## config.mk

```make
export PLATFORM = sky130hd
export DESIGN_NAME = calc_accumulator
export DESIGN_NICKNAME = d
export VERILOG_FILES = /design/src/rtl/calc_pkg.sv /design/src/rtl/calc_mul_seq.sv /design/src/rtl/calc_accumulator.sv
export SDC_FILE = /design/constraint.sdc
export NUM_CORES = 1
export LEC_CHECK = 0
export CAP_MARGIN = 30
export CORE_MARGIN = 5
export CORE_UTILIZATION = 30
export CTS_CLUSTER_SIZE = 25
export DETAILED_ROUTE_END_ITERATION = 8
export GPL_ROUTABILITY_DRIVEN = 0
export SYNTH_ARGS = -nofsm -noshare
export SYNTH_HDL_FRONTEND = slang
export SYNTH_SLANG_ARGS = --single-unit
```

## constraint.sdc

```tcl
create_clock -name clock -period 3.7 [get_ports clock]
set_clock_uncertainty 0.15 [all_clocks]
set_input_delay 1.11 -clock clock [delete_from_list [all_inputs] [get_ports clock]]
set_output_delay 1.11 -clock clock [all_outputs]
set_load 0.02 [all_outputs]
```

## src/rtl/calc_pkg.sv

```systemverilog
// Shared types and helpers for the accumulator calculator.
package calc_pkg;

  localparam int OPC_W = 3;

  typedef enum logic [OPC_W-1:0] {
    OP_ADD  = 3'b000,
    OP_SUB  = 3'b001,
    OP_XOR  = 3'b010,
    OP_SHL  = 3'b011,
    OP_SHR  = 3'b100,
    OP_MUL  = 3'b101,
    OP_CLR  = 3'b110,
    OP_UNDO = 3'b111
  } opcode_e;

  typedef enum logic [0:0] {
    MUL_IDLE = 1'b0,
    MUL_RUN  = 1'b1
  } mul_state_e;

  // Wraps a history pointer back into 0..depth-1. The caller never passes a
  // value of 2*depth or more, so one conditional subtract is enough and no
  // divider is needed for non-power-of-two depths.
  function automatic int unsigned hist_wrap(input int unsigned ptr,
                                            input int unsigned depth);
    return (ptr >= depth) ? ptr - depth : ptr;
  endfunction

endpackage

```

## src/rtl/calc_mul_seq.sv

```systemverilog
// Sequential shift-add multiplier, LSB-first, one multiplier bit per cycle.
//
// Handshake: start_i is sampled only while state_o == MUL_IDLE; the unit is
// busy whenever state_o == MUL_RUN. done_o is a combinational one-cycle
// pulse during the last RUN cycle, and product_o carries the final product
// in that same cycle, so the parent can capture it at the edge where the
// unit drops back to MUL_IDLE. product_o is meaningless when done_o is low.
module calc_mul_seq
  import calc_pkg::*;
#(
  parameter int ACC_W  = 8,
  parameter int OPND_W = 3
) (
  input  logic                 clock,
  input  logic                 reset,
  input  logic                 start_i,
  input  logic [ACC_W-1:0]     mcand_i,
  input  logic [OPND_W-1:0]    mplier_i,
  output logic                 done_o,
  output logic [2*ACC_W-1:0]   product_o,
  output logic [0:0]           state_o
);

  localparam int MW    = 2 * ACC_W;
  localparam int CNT_W = $clog2(OPND_W + 1);

  mul_state_e          state_q, state_d;
  logic [CNT_W-1:0]    cnt_q, cnt_d;
  logic [MW-1:0]       mcand_q, mcand_d;
  logic [OPND_W-1:0]   mplier_q, mplier_d;
  logic [MW-1:0]       prod_q, prod_d;
  logic [MW-1:0]       step_sum;

  assign step_sum = prod_q + (mplier_q[0] ? mcand_q : '0);
  assign state_o  = state_q;

  // State and datapath registers; reset abandons any product in progress.
  always_ff @(posedge clock) begin
    if (reset) begin
      state_q  <= MUL_IDLE;
      cnt_q    <= '0;
      mcand_q  <= '0;
      mplier_q <= '0;
      prod_q   <= '0;
    end else begin
      state_q  <= state_d;
      cnt_q    <= cnt_d;
      mcand_q  <= mcand_d;
      mplier_q <= mplier_d;
      prod_q   <= prod_d;
    end
  end

  // Next-state: load on start, then add the shifted multiplicand per set bit.
  always_comb begin
    state_d   = state_q;
    cnt_d     = cnt_q;
    mcand_d   = mcand_q;
    mplier_d  = mplier_q;
    prod_d    = prod_q;
    done_o    = 1'b0;
    product_o = step_sum;
    case (state_q)
      MUL_IDLE: begin
        if (start_i) begin
          state_d  = MUL_RUN;
          cnt_d    = '0;
          mcand_d  = MW'(mcand_i);
          mplier_d = mplier_i;
          prod_d   = '0;
        end
      end
      MUL_RUN: begin
        prod_d   = step_sum;
        mcand_d  = mcand_q << 1;
        mplier_d = mplier_q >> 1;
        cnt_d    = cnt_q + CNT_W'(1);
        if (cnt_q == CNT_W'(OPND_W - 1)) begin
          done_o  = 1'b1;
          state_d = MUL_IDLE;
        end
      end
      default: state_d = MUL_IDLE;
    endcase
  end

endmodule

```

## src/rtl/calc_accumulator.sv

```systemverilog
// Accumulator calculator: one command per rising edge of en, multi-cycle
// MUL, flags, and a circular undo history.
module calc_accumulator
  import calc_pkg::*;
#(
  parameter int ACC_W      = 8,
  parameter int OPND_W     = 3,
  parameter int HIST_DEPTH = 4
) (
  input  logic              clock,
  input  logic              reset,
  input  logic              en,
  input  logic [OPC_W-1:0]  opcode,
  input  logic [OPND_W-1:0] operand,
  output logic [ACC_W-1:0]  acc,
  output logic              busy,
  output logic              zero,
  output logic              carry,
  output logic              err,
  output logic              hist_empty
);

  localparam int PTR_W  = (HIST_DEPTH > 1) ? $clog2(HIST_DEPTH) : 1;
  localparam int HCNT_W = $clog2(HIST_DEPTH + 1);

  logic                en_q;
  logic [ACC_W-1:0]    acc_q, acc_d;
  logic                zero_q, zero_d;
  logic                carry_q, carry_d;
  logic                err_q, err_d;
  logic [PTR_W-1:0]    head_q, head_d;
  logic [HCNT_W-1:0]   hcnt_q, hcnt_d;
  logic [ACC_W-1:0]    hist_q [HIST_DEPTH];

  logic                push, pop, mul_start, mul_done;
  logic [0:0]          mul_state;
  logic [2*ACC_W-1:0]  mul_product;
  logic                cmd_edge, accept;
  opcode_e             op;
  logic [ACC_W-1:0]    opnd_x;
  logic [ACC_W:0]      sum_w, diff_w, shl_w, shr_w;
  logic [PTR_W-1:0]    next_ptr, prev_ptr;

  assign op       = opcode_e'(opcode);
  assign busy     = (mul_state == MUL_RUN);
  assign cmd_edge = en & ~en_q;
  assign accept   = cmd_edge & ~busy;
  assign opnd_x   = ACC_W'(operand);

  // Extra top bit carries out/borrow for add/sub and holds the last bit
  // shifted out for the shifts (zero for a shift of 0 or beyond ACC_W).
  assign sum_w  = {1'b0, acc_q} + {1'b0, opnd_x};
  assign diff_w = {1'b0, acc_q} - {1'b0, opnd_x};
  assign shl_w  = {1'b0, acc_q} << operand;
  assign shr_w  = {acc_q, 1'b0} >> operand;

  // head_q is the next slot to write; the newest entry sits one behind it.
  assign next_ptr = PTR_W'(hist_wrap(32'(head_q) + 32'd1, HIST_DEPTH));
  assign prev_ptr = PTR_W'(hist_wrap(32'(head_q) + HIST_DEPTH - 1, HIST_DEPTH));

  assign acc        = acc_q;
  assign zero       = zero_q;
  assign carry      = carry_q;
  assign err        = err_q;
  assign hist_empty = (hcnt_q == '0);

  calc_mul_seq #(
    .ACC_W  (ACC_W),
    .OPND_W (OPND_W)
  ) u_mul (
    .clock     (clock),
    .reset     (reset),
    .start_i   (mul_start),
    .mcand_i   (acc_q),
    .mplier_i  (operand),
    .done_o    (mul_done),
    .product_o (mul_product),
    .state_o   (mul_state)
  );

  // Architectural state; en_q tracks en every cycle, busy or not.
  always_ff @(posedge clock) begin
    if (reset) begin
      en_q    <= 1'b0;
      acc_q   <= '0;
      zero_q  <= 1'b1;
      carry_q <= 1'b0;
      err_q   <= 1'b0;
      head_q  <= '0;
      hcnt_q  <= '0;
    end else begin
      en_q    <= en;
      acc_q   <= acc_d;
      zero_q  <= zero_d;
      carry_q <= carry_d;
      err_q   <= err_d;
      head_q  <= head_d;
      hcnt_q  <= hcnt_d;
    end
  end

  // History storage needs no reset: the count decides which slots are valid.
  always_ff @(posedge clock) begin
    if (push) hist_q[head_q] <= acc_q;
  end

  // Command decode, MUL completion and history pointer bookkeeping.
  always_comb begin
    acc_d     = acc_q;
    carry_d   = carry_q;
    err_d     = err_q;
    head_d    = head_q;
    hcnt_d    = hcnt_q;
    push      = 1'b0;
    pop       = 1'b0;
    mul_start = 1'b0;

    if (cmd_edge && busy) err_d = 1'b1;

    if (mul_done) begin
      acc_d   = mul_product[ACC_W-1:0];
      carry_d = |mul_product[2*ACC_W-1:ACC_W];
    end

    if (accept) begin
      push = (op != OP_UNDO);
      case (op)
        OP_ADD: begin acc_d = sum_w[ACC_W-1:0];  carry_d = sum_w[ACC_W];  end
        OP_SUB: begin acc_d = diff_w[ACC_W-1:0]; carry_d = diff_w[ACC_W]; end
        OP_XOR: begin acc_d = acc_q ^ opnd_x;    carry_d = 1'b0;          end
        OP_SHL: begin acc_d = shl_w[ACC_W-1:0];  carry_d = shl_w[ACC_W];  end
        OP_SHR: begin acc_d = shr_w[ACC_W:1];    carry_d = shr_w[0];      end
        OP_MUL: mul_start = 1'b1;
        OP_CLR: begin acc_d = '0;                carry_d = 1'b0;          end
        OP_UNDO: begin
          if (hcnt_q == '0) begin
            err_d = 1'b1;
          end else begin
            pop   = 1'b1;
            acc_d = hist_q[prev_ptr];
          end
        end
        default: ;
      endcase
    end

    if (push) begin
      head_d = next_ptr;
      if (hcnt_q != HCNT_W'(HIST_DEPTH)) hcnt_d = hcnt_q + HCNT_W'(1);
    end else if (pop) begin
      head_d = prev_ptr;
      hcnt_d = hcnt_q - HCNT_W'(1);
    end

    zero_d = (acc_d == '0);
  end

endmodule

```

## Word-level counts from Yosys, hierarchy flattened

Memory sizes are Yosys's and may differ from the RTL's.
Index checks and enable logic that the tools add are counted.

- Add/subtract/negate cells: 11
- $lt $le $gt $ge: 2
- Equal/unequal tests: 12
- Shifts and indexed selects: 2
- Mux-type cells: 40
- Bitwise gates (word level): 5
- Reductions and logical operators: 8

Operators by type and width:

| kind | number |
|---|---|
| case mux 16 bit (2 select lines) | 2 |
| case mux 8 bit (7 select lines) | 1 |
| two-way mux 16 bit | 3 |
| greater-or-equal comparator 32 x 3 -> 1 bit, second input constant | 1 |
| two-way mux 8 bit | 3 |
| two-way mux 1 bit | 18 |
| adder 16 bit | 1 |
| equality test 3 bit, second input constant | 4 |
| two-way mux 3 bit | 4 |
| two-way mux 2 bit | 5 |
| adder 8 x 3 -> 9 bit | 1 |
| << shifter 8 x 3 -> 9 bit | 1 |
| >> shifter 9 x 3 -> 9 bit | 1 |
| subtractor 8 x 3 -> 9 bit | 1 |
| logical NOT 8 bit | 1 |
| OR reduction 8 bit | 1 |
| XOR 8 x 3 -> 8 bit | 1 |
| equality test 3 x 2 -> 1 bit, second input constant | 2 |
| logical NOT 3 bit | 2 |
| inequality test 3 bit, second input constant | 2 |
| case mux 3 bit (2 select lines) | 1 |
| case mux 1 bit (5 select lines) | 1 |
| subtractor 4 x 1 -> 5 bit, second input constant | 1 |
| adder 2 x 3 -> 4 bit, second input constant | 1 |
| other kinds (18) | 21 |

- Bits in registers: 55
- Memory bits (writable): 32
- Output and inout port bits: 13
- Memories kept: 1

Memory list:

| name | depth | width | rd ports | clocked after memory_dff | wr ports | line | source |
|---|---|---|---|---|---|---|---|
| hist_q | 4 | 8 | 1 | 0 | 1 | calc_accumulator.sv:33 | `logic [ACC_W-1:0] hist_q [HIST_DEPTH];` |

## Logic depth before layout (Yosys ltp)

Gate-level depths: netlist (run 1).
An unclocked memory read counts as a cell.

- Word-level depth: 9
- Gate-level depth with buffers: 11
- Mapped depth without buffers: 11

## By module

Synthesis (run 1) repeated with hierarchy kept, for this count alone.

- Cell total of the unflattened synthesis: 609
- Area total of the unflattened synthesis: 5779.3 um^2

Modules (own cells, without submodules):

| module | instances | cells an instance | area an instance (um^2) | seq. area each (um^2) |
|---|---|---|---|---|
| calc_accumulator | 1 | 332 | 3495.9 | 1301.2 |
| calc_mul_seq | 1 | 277 | 2283.4 | 760.7 |

## Worst setup path before layout (run 1)

OpenSTA, ideal clock, no wires.

- Kind: input -> register
- Start: input operand[2]
- End: register zero_q (netlist: zero)
- Arrival: 3362 ps
- Required time: 3434 ps
- Setup slack: 72 ps
- Stages: 11
- Path buffers: 2
- Cell sequence: clkbuf_1 > inv_1 > ha_1 > clkbuf_1 > a211oi_2 > nand3_1 > o21a_1 > o311a_1 > o221a_1 > o221a_2 > a41o_1

- Word-level cells in the longest chain between the ends: 4

RTL lines:

| item | line | source |
|---|---|---|
| from (decl) | calc_accumulator.sv:14 | `input logic [OPND_W-1:0] operand,` |
| subtractor 8 x 3 -> 9 bit, or another cell as far along | calc_accumulator.sv:53 | `assign diff_w = {1'b0, acc_q} - {1'b0, opnd_x};` |
| case mux 8 bit (7 select lines) (*) | calc_accumulator.sv:127 | `case (op)` |
| two-way mux 8 bit (*) | calc_accumulator.sv:125 | `if (accept) begin` |
| logical NOT 8 bit (*) | calc_accumulator.sv:155 | `zero_d = (acc_d == '0);` |
| to (signal assigned) | calc_accumulator.sv:94 | `zero_q <= zero_d;` |
| to (decl) | calc_accumulator.sv:28 | `logic zero_q, zero_d;` |

Mark *: on every way between the ends. The rest lies on a longest branch, timed or not.
A chain may end at the register's enable or synchronous reset.

## Worst setup path in the final report (run 1)

- Start: input operand[1]
- End: register zero_q (netlist: zero)

Same word-level chain as after synthesis.

==> results of run 1 <==
## metal layers
metal	wire [um]	GRT usage (%)	vias up
li1	-	-	2462
met1	7260	19.8	2344
met2	7240	23.1	157
met3	901	2.93	34
met4	529	6.00	0
met5	0	0	-
## synth_stat cells (all sizes together) (6+ instances only)
cell,instances
inv,18
a211oi,10
mux4,12
nand2b,6
nand3,12
nand2,59
ha,27
xnor2,14
and2,18
clkbuf,29
nor3,10
nor2b,11
o211ai,6
and3,26
xor2,6
mux2i,19
a31oi,9
buf,16
edfxtp,32
a21oi,65
o21ai,17
a21o,8
nor2,74
dfxtp,55
## cells by family (layout without fill, tap and decap cells)
| kind of cell | after synthesis | after routing | share of synthesized area, % |
|---|---|---|---|
| XOR/XNOR | 20 | 20 | 3.06 |
| flip-flops | 87 | 87 | 36.1 |
| AO/OA/AOI/OAI | 168 | 168 | 19.7 |
| multiplexers | 34 | 34 | 8.64 |
| AND/OR/NAND/NOR | 241 | 241 | 20.7 |
| buffers and inverters | 63 | 120 | 4.53 |
| adder cells (fa/ha/maj) | 31 | 31 | 7.31 |
## final cells by class
type | instances | share of cell area [%]
Clock buffer | 9 | 3.27
Clock inverter | 7 | 1.82
Inverter | 18 | 0.982
Multi-Input combinational cell | 494 | 49.4
Sequential cell | 87 | 30.0
Tap cell | 234 | 4.26
Timing Repair Buffer | 86 | 10.3
## how the worst max path moves through the flow
stage | endpoint | slack (ns)
after floorplan | zero | 0.07
after global placement | zero | -0.22
after detailed placement | zero | -0.23
after CTS | zero | 0.13
after global routing | zero | 0.005
final | zero | 0.13
## state kept, by name, indices dropped and copies added (netlist names), 2 cells and up
| name | cells |
|---|---|
| hist_q | 32 |
| u_mul.cnt_q | 2 |
| hcnt_q | 3 |
| u_mul.prod_q | 16 |
| acc | 8 |
| u_mul.mplier_q | 3 |
| head_q | 2 |
| u_mul.mcand_q | 16 |
## what timing repair did
| action | CTS | global route |
|---|---|---|
| endpoints found under the setup margin | 0 | 1 |
| setup buffers | 0 | 1 |
| gates resized for setup | 0 | 2 |
## tightest hold or removal path, stage by stage, from the launching register on
cell and delay, ns:
sky130_fd_sc_hd__dfxtp_1 0.33, sky130_fd_sc_hd__a31oi_1 0.04, sky130_fd_sc_hd__nor2_1 0.07
## power by group through the flow
stage	registers, mW	logic [mW]	clock network (mW)
after floorplan	1.08	0.271	0
after global placement	1.07	0.457	0
after detailed placement	1.08	0.454	0
after CTS	1.05	0.457	1.10
after global routing	1.06	0.499	1.14
final	1.05	0.460	1.07
## metrics by stage
stage | std cells | hold WS (ns)
finish | 935 | 0.319
CTS | 934 | 0.327
global route | 935 | 0.339
detailed placement | 918 | 0.312
floorplan | 644 | 0.286
global placement | 918 | 0.306
==> results by stage, run 1 <==
Layout:
- The post-synthesis to final-layout area growth is 20.3%.
- The multi-input combinational cells in the finished layout cover a total of 0.00340 mm2.
- 0 antenna diodes ended up in the layout.
- The finished cells cover 0.00688 mm2.
- The register area is 0.00206 mm2.
- In the layout the commonest cells are sky130_fd_sc_hd__nor2_1, sky130_fd_sc_hd__a21oi_1, sky130_fd_sc_hd__buf_4, sky130_fd_sc_hd__nand2_1, sky130_fd_sc_hd__dfxtp_1.
- The library cell used most frequently in the layout, excluding fill and tap cells, is sky130_fd_sc_hd__nor2_1.
- Of the cells placed in the final design, the portion with a size suffix greater than 1 is 15.4%.
- The count of fill cells added during filler insertion is 1,863.
- Cells fill 36.8% of the core in the end.
- At the end of the flow, the number of nets in the layout was 736.

Critical path:
- The count of buffer and inverter cells on the critical path is 2.
- The arrival time at the worst endpoint is 3.65 ns.
- In this run the worst path has a maximum fanout of 3.
- The worst register-to-register path begins at u_mul.mplier_q[0].
- The critical path goes through clkdlybuf4s50_1, inv_1, fa_1, a211oi_2, nand3_1, o21a_1, o311a_1, o221a_1, o221a_2, a41o_1.
- In this run the critical register-to-register path is captured at carry.
- The logic depth of the worst setup path including buffers is 10.
- The slowest stage of the critical path belongs to the cell sky130_fd_sc_hd__clkdlybuf4s50_1.
- The largest single stage delay on the critical path is 0.48 ns.
- The required time at the endpoint of the critical path is 3.79 ns.
- Measured in cells, the most critical reg-to-reg path has a length of 9.
- The critical path starts at operand[1].
- The family with the most delay on the worst path is compound AO/OA/AOI/OAI gates.
- For flop-to-flop paths, the worst setup slack is 0.65 ns.
- The critical path start-end classification is primary input to flop.
- The worst setup path is captured at a flop.
- The kind of start point of the critical path is a primary input.

Power and ir drop:
- In this run the static leakage power is 2.78 nW.
- Per report_power, the clock group accounts for 41.4% of the total.
- The overall power after layout is 2.58 mW.
- Net switching is 26.4% of the power.
- The fraction of power consumed by sequential logic is 40.8%.
- In this run the power spent charging and discharging nets is 683 uW.
- The worst-case IR drop observed on VDD is 0.247 mV.
- The combinational share of power is 17.8%.
- Power spread over the standard cell area amounts to 376 mW/mm2.
- The internal power is 1.90 mW.

CTS:
- TritonCTS built the clock tree.
- The clock-pin transition on the worst setup and hold timing paths is 0.07 ns.
- The count of H-tree levels built during CTS is 3.
- TritonCTS created 9 clock buffers.
- In this run the deepest clock path goes through 2 buffers.
- The later pin in the worst-skew pair is clocked with a latency of 0.34 ns.
- The master cell of the clock root buffer is sky130_fd_sc_hd__clkbuf_16.
- The total clock sinks is 87.
- After clock tree synthesis, the flow added hold-fix buffers numbering 0.

Synthesis:
- The distinct cell type count after synthesis is 75.
- Counting flops with a built-in enable in the synthesized netlist gives 32.
- Of all cell types, the one taking the most synthesized area is sky130_fd_sc_hd__dfxtp_1.
- After synthesis, the share of flip-flops with an asynchronous set or reset is 0%.
- The netlist area before placement is 0.00572 mm2.
- In the post-synthesis netlist, the biggest area contributors are sky130_fd_sc_hd__dfxtp_1, sky130_fd_sc_hd__edfxtp_1, sky130_fd_sc_hd__ha_1.
- The top cell type's share of synthesized area is 19.3%.
- Synthesis produced a netlist whose cell count is 644.
- The per-instance average area after synthesis is 8.88 um2.
- The share of the yosys chip area belonging to registers is 36.1%.
- Synthesis inferred 87 register bits.
- The commonest register cell after synthesis is sky130_fd_sc_hd__dfxtp_1.
- When the netlist entered floorplanning its net count stood at 684.
- The Yosys step of the flow raised 0 warnings.

Timing:
- The relative slew slack is 40.9%.
- The final critical delay including setup and external delays is 3.57 ns.
- The final setup slack of the worst path is 0.135 ns.
- The worst path uses 96.4% of the clock period.
- At the pin with the least slew margin, the transition time is 0.886 ns.
- After routing, the total negative slack on setup checks comes to 0 ns.
- The achievable clock frequency is 280 MHz.
- The count of pins over their slew limit is 0.
- The final-report hold violation count is 0.
- Setup violations remaining at the end of the flow were counted as 0.
- Setup repair after global routing left no endpoint under its margin.

Worst hold path:
- The worst hold path was traced through 2 stages.
- For hold timing, the worst endpoint is err.
- The hold path startpoint is err.
- The classification of the worst-slack hold path is flop to flop.

Global routing:
- The number of global-route vias before repair is 4,743.
- Global routing consumed, over all layers together, 14.7% of the routing resources.
- The pin count of the biggest net entering global routing is 47.
- The initial antenna violation count is 0.
- Summed over all layers, the global routing overflow is 0.
- The first global-routing pass estimated 25,800 um of wire.

Drt:
- The average via count per standard cell is 5.34.
- After detailed routing, the number of remaining DRC violations is 0.
- The average routed wire per standard cell is 17.0 um.
- The first-iteration detailed-routing DRC count is 472.
- The detailed-route via count is 4,997.
- The detailed-route wire length is 15,900 um.
- The first detailed-routing pass ran for 5 iterations.
- The number of nets with antenna violations after detailed routing is 0.

Placed design:
- The number of I/O port buffers is 21.
- The sum of net half-perimeters after detailed placement is 11,600 um.
- After detailed placement, the total cell area comes to 0.00652 mm2.
- The worst slack at placement is -0.228 ns.

Die:
- The die height is 148 um.
- For this configuration, the core starts out at a cell density of 30.6%.
- The floorplan has 50 rows.
- In this run the count of I/O pins placed on the die edge is 22.
- The floorplan step defined a core boundary enclosing 0.0187 mm2.
- The total die area is 0.0219 mm2.
- The die span in x is 148 um.

Flow run:
- Max-cap violations in this run came to 0.

Outcome:
- The run finished with clean final reports.
Power figures use the tool's default switching activity.
==> run 2, diff against run 1 <==
--- a/config.mk
+++ b/config.mk
@@ -5,6 +5,7 @@
 export SDC_FILE = /design/constraint.sdc
 export NUM_CORES = 1
 export LEC_CHECK = 0
+export ABC_CLOCK_PERIOD_IN_PS = 3700
 export CAP_MARGIN = 30
 export CORE_MARGIN = 5
 export CORE_UTILIZATION = 30
==> results of run 2 <==
Final layout, timing and power as in run 1 (identical DEF).
==> run 3, diff against run 2 <==
--- a/config.mk
+++ b/config.mk
@@ -12,6 +12,7 @@
 export CTS_CLUSTER_SIZE = 25
 export DETAILED_ROUTE_END_ITERATION = 8
 export GPL_ROUTABILITY_DRIVEN = 0
+export PLACE_DENSITY = 0.55
 export SYNTH_ARGS = -nofsm -noshare
 export SYNTH_HDL_FRONTEND = slang
 export SYNTH_SLANG_ARGS = --single-unit
==> run 3 against run 2 <==
Worst hold slack lost 0.0036 ns. Setup slack gained 0.051 ns. Non-clock buffer count shrank 5. Die area is the same. Cell area shrank 0.42%. Count of clock-buffer cells in the layout is the same. Register-to-register slack is essentially flat. Sequential share of layout area grew 0.13 points. Clock power shrank 7%. Wire length grew 5.1%. Critical path type unchanged.
==> results by stage, run 3 (same netlist as run 1, synthesis figures left out) <==
Critical path:
- The worst register-to-register path begins at u_mul.mplier_q[0].
- The required time at the endpoint of the critical path is 3.78 ns.
- The family with the most delay on the worst path is compound AO/OA/AOI/OAI gates.
- The worst setup path is launched from a primary input.
- The setup path with the least slack is of type primary input to flop.
- The path depth of the worst reg2reg path is 10.
- In this design, the stage delay of the slowest critical-path cell is 0.48 ns.
- The worst register-to-register path ends at u_mul.prod_q[15].
- Counting both buffers and inverters, the worst setup path holds a total of 2.
- Across all register-to-register paths, the minimum setup slack is 0.64 ns.
- The capturing element type of the critical path is a flop.
- Walking the worst path, the cells encountered are clkdlybuf4s50_1, inv_1, fa_2, a211oi_2, nand3_1, o21a_1, o311a_1, o221a_1, o221a_2, a41o_1.
- The slowest stage of the critical path belongs to the cell sky130_fd_sc_hd__clkdlybuf4s50_1.
- The highest fanout seen on the critical path is 3.
- For the worst setup path, the data arrival time is 3.60 ns.

CTS:
- The count of H-tree levels built during CTS is 3.
- Once the clock tree was built, the resizer swapped 0 gates to a different size.
- The CTS tree is built.
- Clock tree synthesis found a total of 87 sinks.
- The maximum clock path buffer count is 2.
- For the worst-skew pair, the clock arrives at the later sink with an insertion delay of 0.34 ns.
- Buffers inserted to repair hold after CTS numbered 0.
- The master cell of the clock root buffer is sky130_fd_sc_hd__clkbuf_16.
- The number of CTS-inserted buffers is 9.
- Buffers added to address setup during post-CTS repair amount to 0.
- After clock tree synthesis, the clock-pin slew on the worst setup and hold paths is 0.06 ns.

Timing:
- The final critical delay including setup and external delays is 3.51 ns.
- The final-report hold violation count is 0.
- Setup repair after global routing left no endpoint under its margin.
- Headroom to the max-slew limit came out at 47.8%.
- Static timing analysis puts the maximum clock frequency at 285 MHz.
- Setup violations remaining at the end of the flow were counted as 0.
- The count of pins over their slew limit is 0.
- The final hold slack is 0.315 ns.
- The transition time of the tightest slew-check pin is 0.782 ns.
- The summed negative setup slack over all endpoints is 0 ns.
- The part of the cycle the worst path needs is 95.0%.

Layout:
- The post-synthesis to final-layout area growth is 19.8%.
- 0 antenna diodes ended up in the layout.
- The library cell used most frequently in the layout, excluding fill and tap cells, is sky130_fd_sc_hd__nor2_1.
- Measured on the finished design, the core utilization comes to 36.6%.
- The register ranked first by flip-flop count is hist_q.
- Of the cells placed in the final design, the portion with a size suffix greater than 1 is 15.1%.
- The number of flip-flops in the largest register is 32.
- The top cell types in the final layout, fill and taps aside, are sky130_fd_sc_hd__nor2_1, sky130_fd_sc_hd__a21oi_1, sky130_fd_sc_hd__nand2_1, sky130_fd_sc_hd__buf_4, sky130_fd_sc_hd__dfxtp_1.
- The largest registers in the layout are hist_q x32, u_mul.mcand_q x16, u_mul.prod_q x16.
- At the end of the flow, the number of nets in the layout was 731.
- Fill cells in the final layout number 1,888.

Flow run:
- Across the run, the number of max-cap violations was 0.

Power and ir drop:
- In this run, the clock network consumes 39.7% of the power.
- The overall power after layout is 2.52 mW.
- Sequential cells burn 41.8% of the power.
- Per report_power, the combinational group accounts for 18.4% of the total.
- IR analysis of the VDD net gives a maximum drop of 0.178 mV.
- The internal power is 1.83 mW.
- The analysis attributes to cell leakage a power of 2.75 nW.
- The fraction of power spent switching nets is 27.3%.
- The analysis attributes to net switching a power of 687 uW.
- Dividing total power by cell area gives a power density of 368 mW/mm2.

Outcome:
- The flow ran to the end, and the final reports show no timing, DRC or antenna violations.

Die:
- The number of placed I/O pins is 22.
- For this configuration, the core starts out at a cell density of 30.6%.
- The floorplan step set the die width to 148 um.
- The total die area is 0.0219 mm2.
- The die height is 148 um.
- The floorplan row count is 50.
- The core region is 0.0187 mm2.

Global routing:
- For this run the aggregate overflow at the end of global routing stands at 0.
- Entering global routing, the biggest net connects 39 pins.
- The number of global-route vias before repair is 5,067.
- In the global route stage, overall resource usage came out at 15.5%.
- The global-route wire length before repair is 27,500 um.
- The initial antenna violation count is 0.

Worst hold path:
- Along the worst hold path, the cell count comes to 2.
- The hold path startpoint is u_mul.mcand_q[14].
- The min-delay analysis places its worst path in the category flop to flop.
- The path with the worst hold slack has its endpoint at u_mul.mcand_q[15].

Drt:
- The average via count per standard cell is 5.47.
- The count of nets left with antenna violations once routing finished came out at 0.
- The number of detailed-route iterations in the first pass is 5.
- The detailed-route wire length is 16,700 um.
- The average routed wire per standard cell is 18.0 um.
- For this block, the via count after detailed routing is 5,091.
- The first-iteration detailed-routing DRC count is 453.
- For this run, design rule violations remaining after detail routing come to 0.

Placed design:
- Buffers placed on the I/O ports in this run total 21.
- The sum of net half-perimeters after detailed placement is 12,200 um.
run 3: worst max-delay path by stage:
| stage | to | slack, ns | depth (start not counted) | start |
|---|---|---|---|---|
| floorplan | zero | 0.07 | 11 | operand[2] |
| global placement | zero | -0.23 | 11 | operand[0] |
| detailed placement | zero | -0.25 | 11 | operand[0] |
| CTS | zero | 0.08 | 11 | operand[0] |
| global route | zero | 0.0008 | 10 | operand[2] |
| finish | zero | 0.19 | 10 | operand[1] |
run 3: worst min-delay path: cells and delay by family (launching register included):
kind / cells / cell delay (ns)
and+or+nand+nor: 1 / 0.06
AOI/OAI and AO/OA: 1 / 0.05
DFF: 1 / 0.31
run 3: area by class of cell:
class | count | area, um2 | share of cell area [%]
Clock inverter | 7 | 100 | 1.46
Sequential cell | 87 | 2060 | 30.1
Inverter | 18 | 67.6 | 0.986
Clock buffer | 9 | 225 | 3.29
Timing Repair Buffer | 81 | 699 | 10.2
Multi-Input combinational cell | 494 | 3400 | 49.7
Tap cell | 234 | 293 | 4.27
run 3: power groups by stage:
stage	Clock (mW)	Combinational [mW]	Sequential, mW
detailed placement	0	0.462	1.08
floorplan	0	0.271	1.08
global route	1.06	0.506	1.06
finish	1.00	0.465	1.05
global placement	0	0.457	1.07
CTS	1.02	0.464	1.05
run 3: layer usage:
layer | share of wire (%) | wire (um) | vias up | global-route usage [%]
met5 | 0 | 0 | - | 0
met4 | 2.8 | 466 | 0 | 5.96
met3 | 3.9 | 650 | 32 | 2.10
met2 | 47 | 7790 | 128 | 24.8
met1 | 47 | 7830 | 2482 | 21.4
li1 | - | - | 2449 | -
run 3: through the flow:
| stage | setup WS (ns) | cells | instance area (um2) |
|---|---|---|---|
| floorplan | 0.0717 | 644 | 5720 |
| global placement | -0.229 | 914 | 6510 |
| detailed placement | -0.255 | 914 | 6510 |
| CTS | 0.0821 | 930 | 6840 |
| global route | 0.000810 | 930 | 6850 |
| finish | 0.185 | 930 | 6850 |
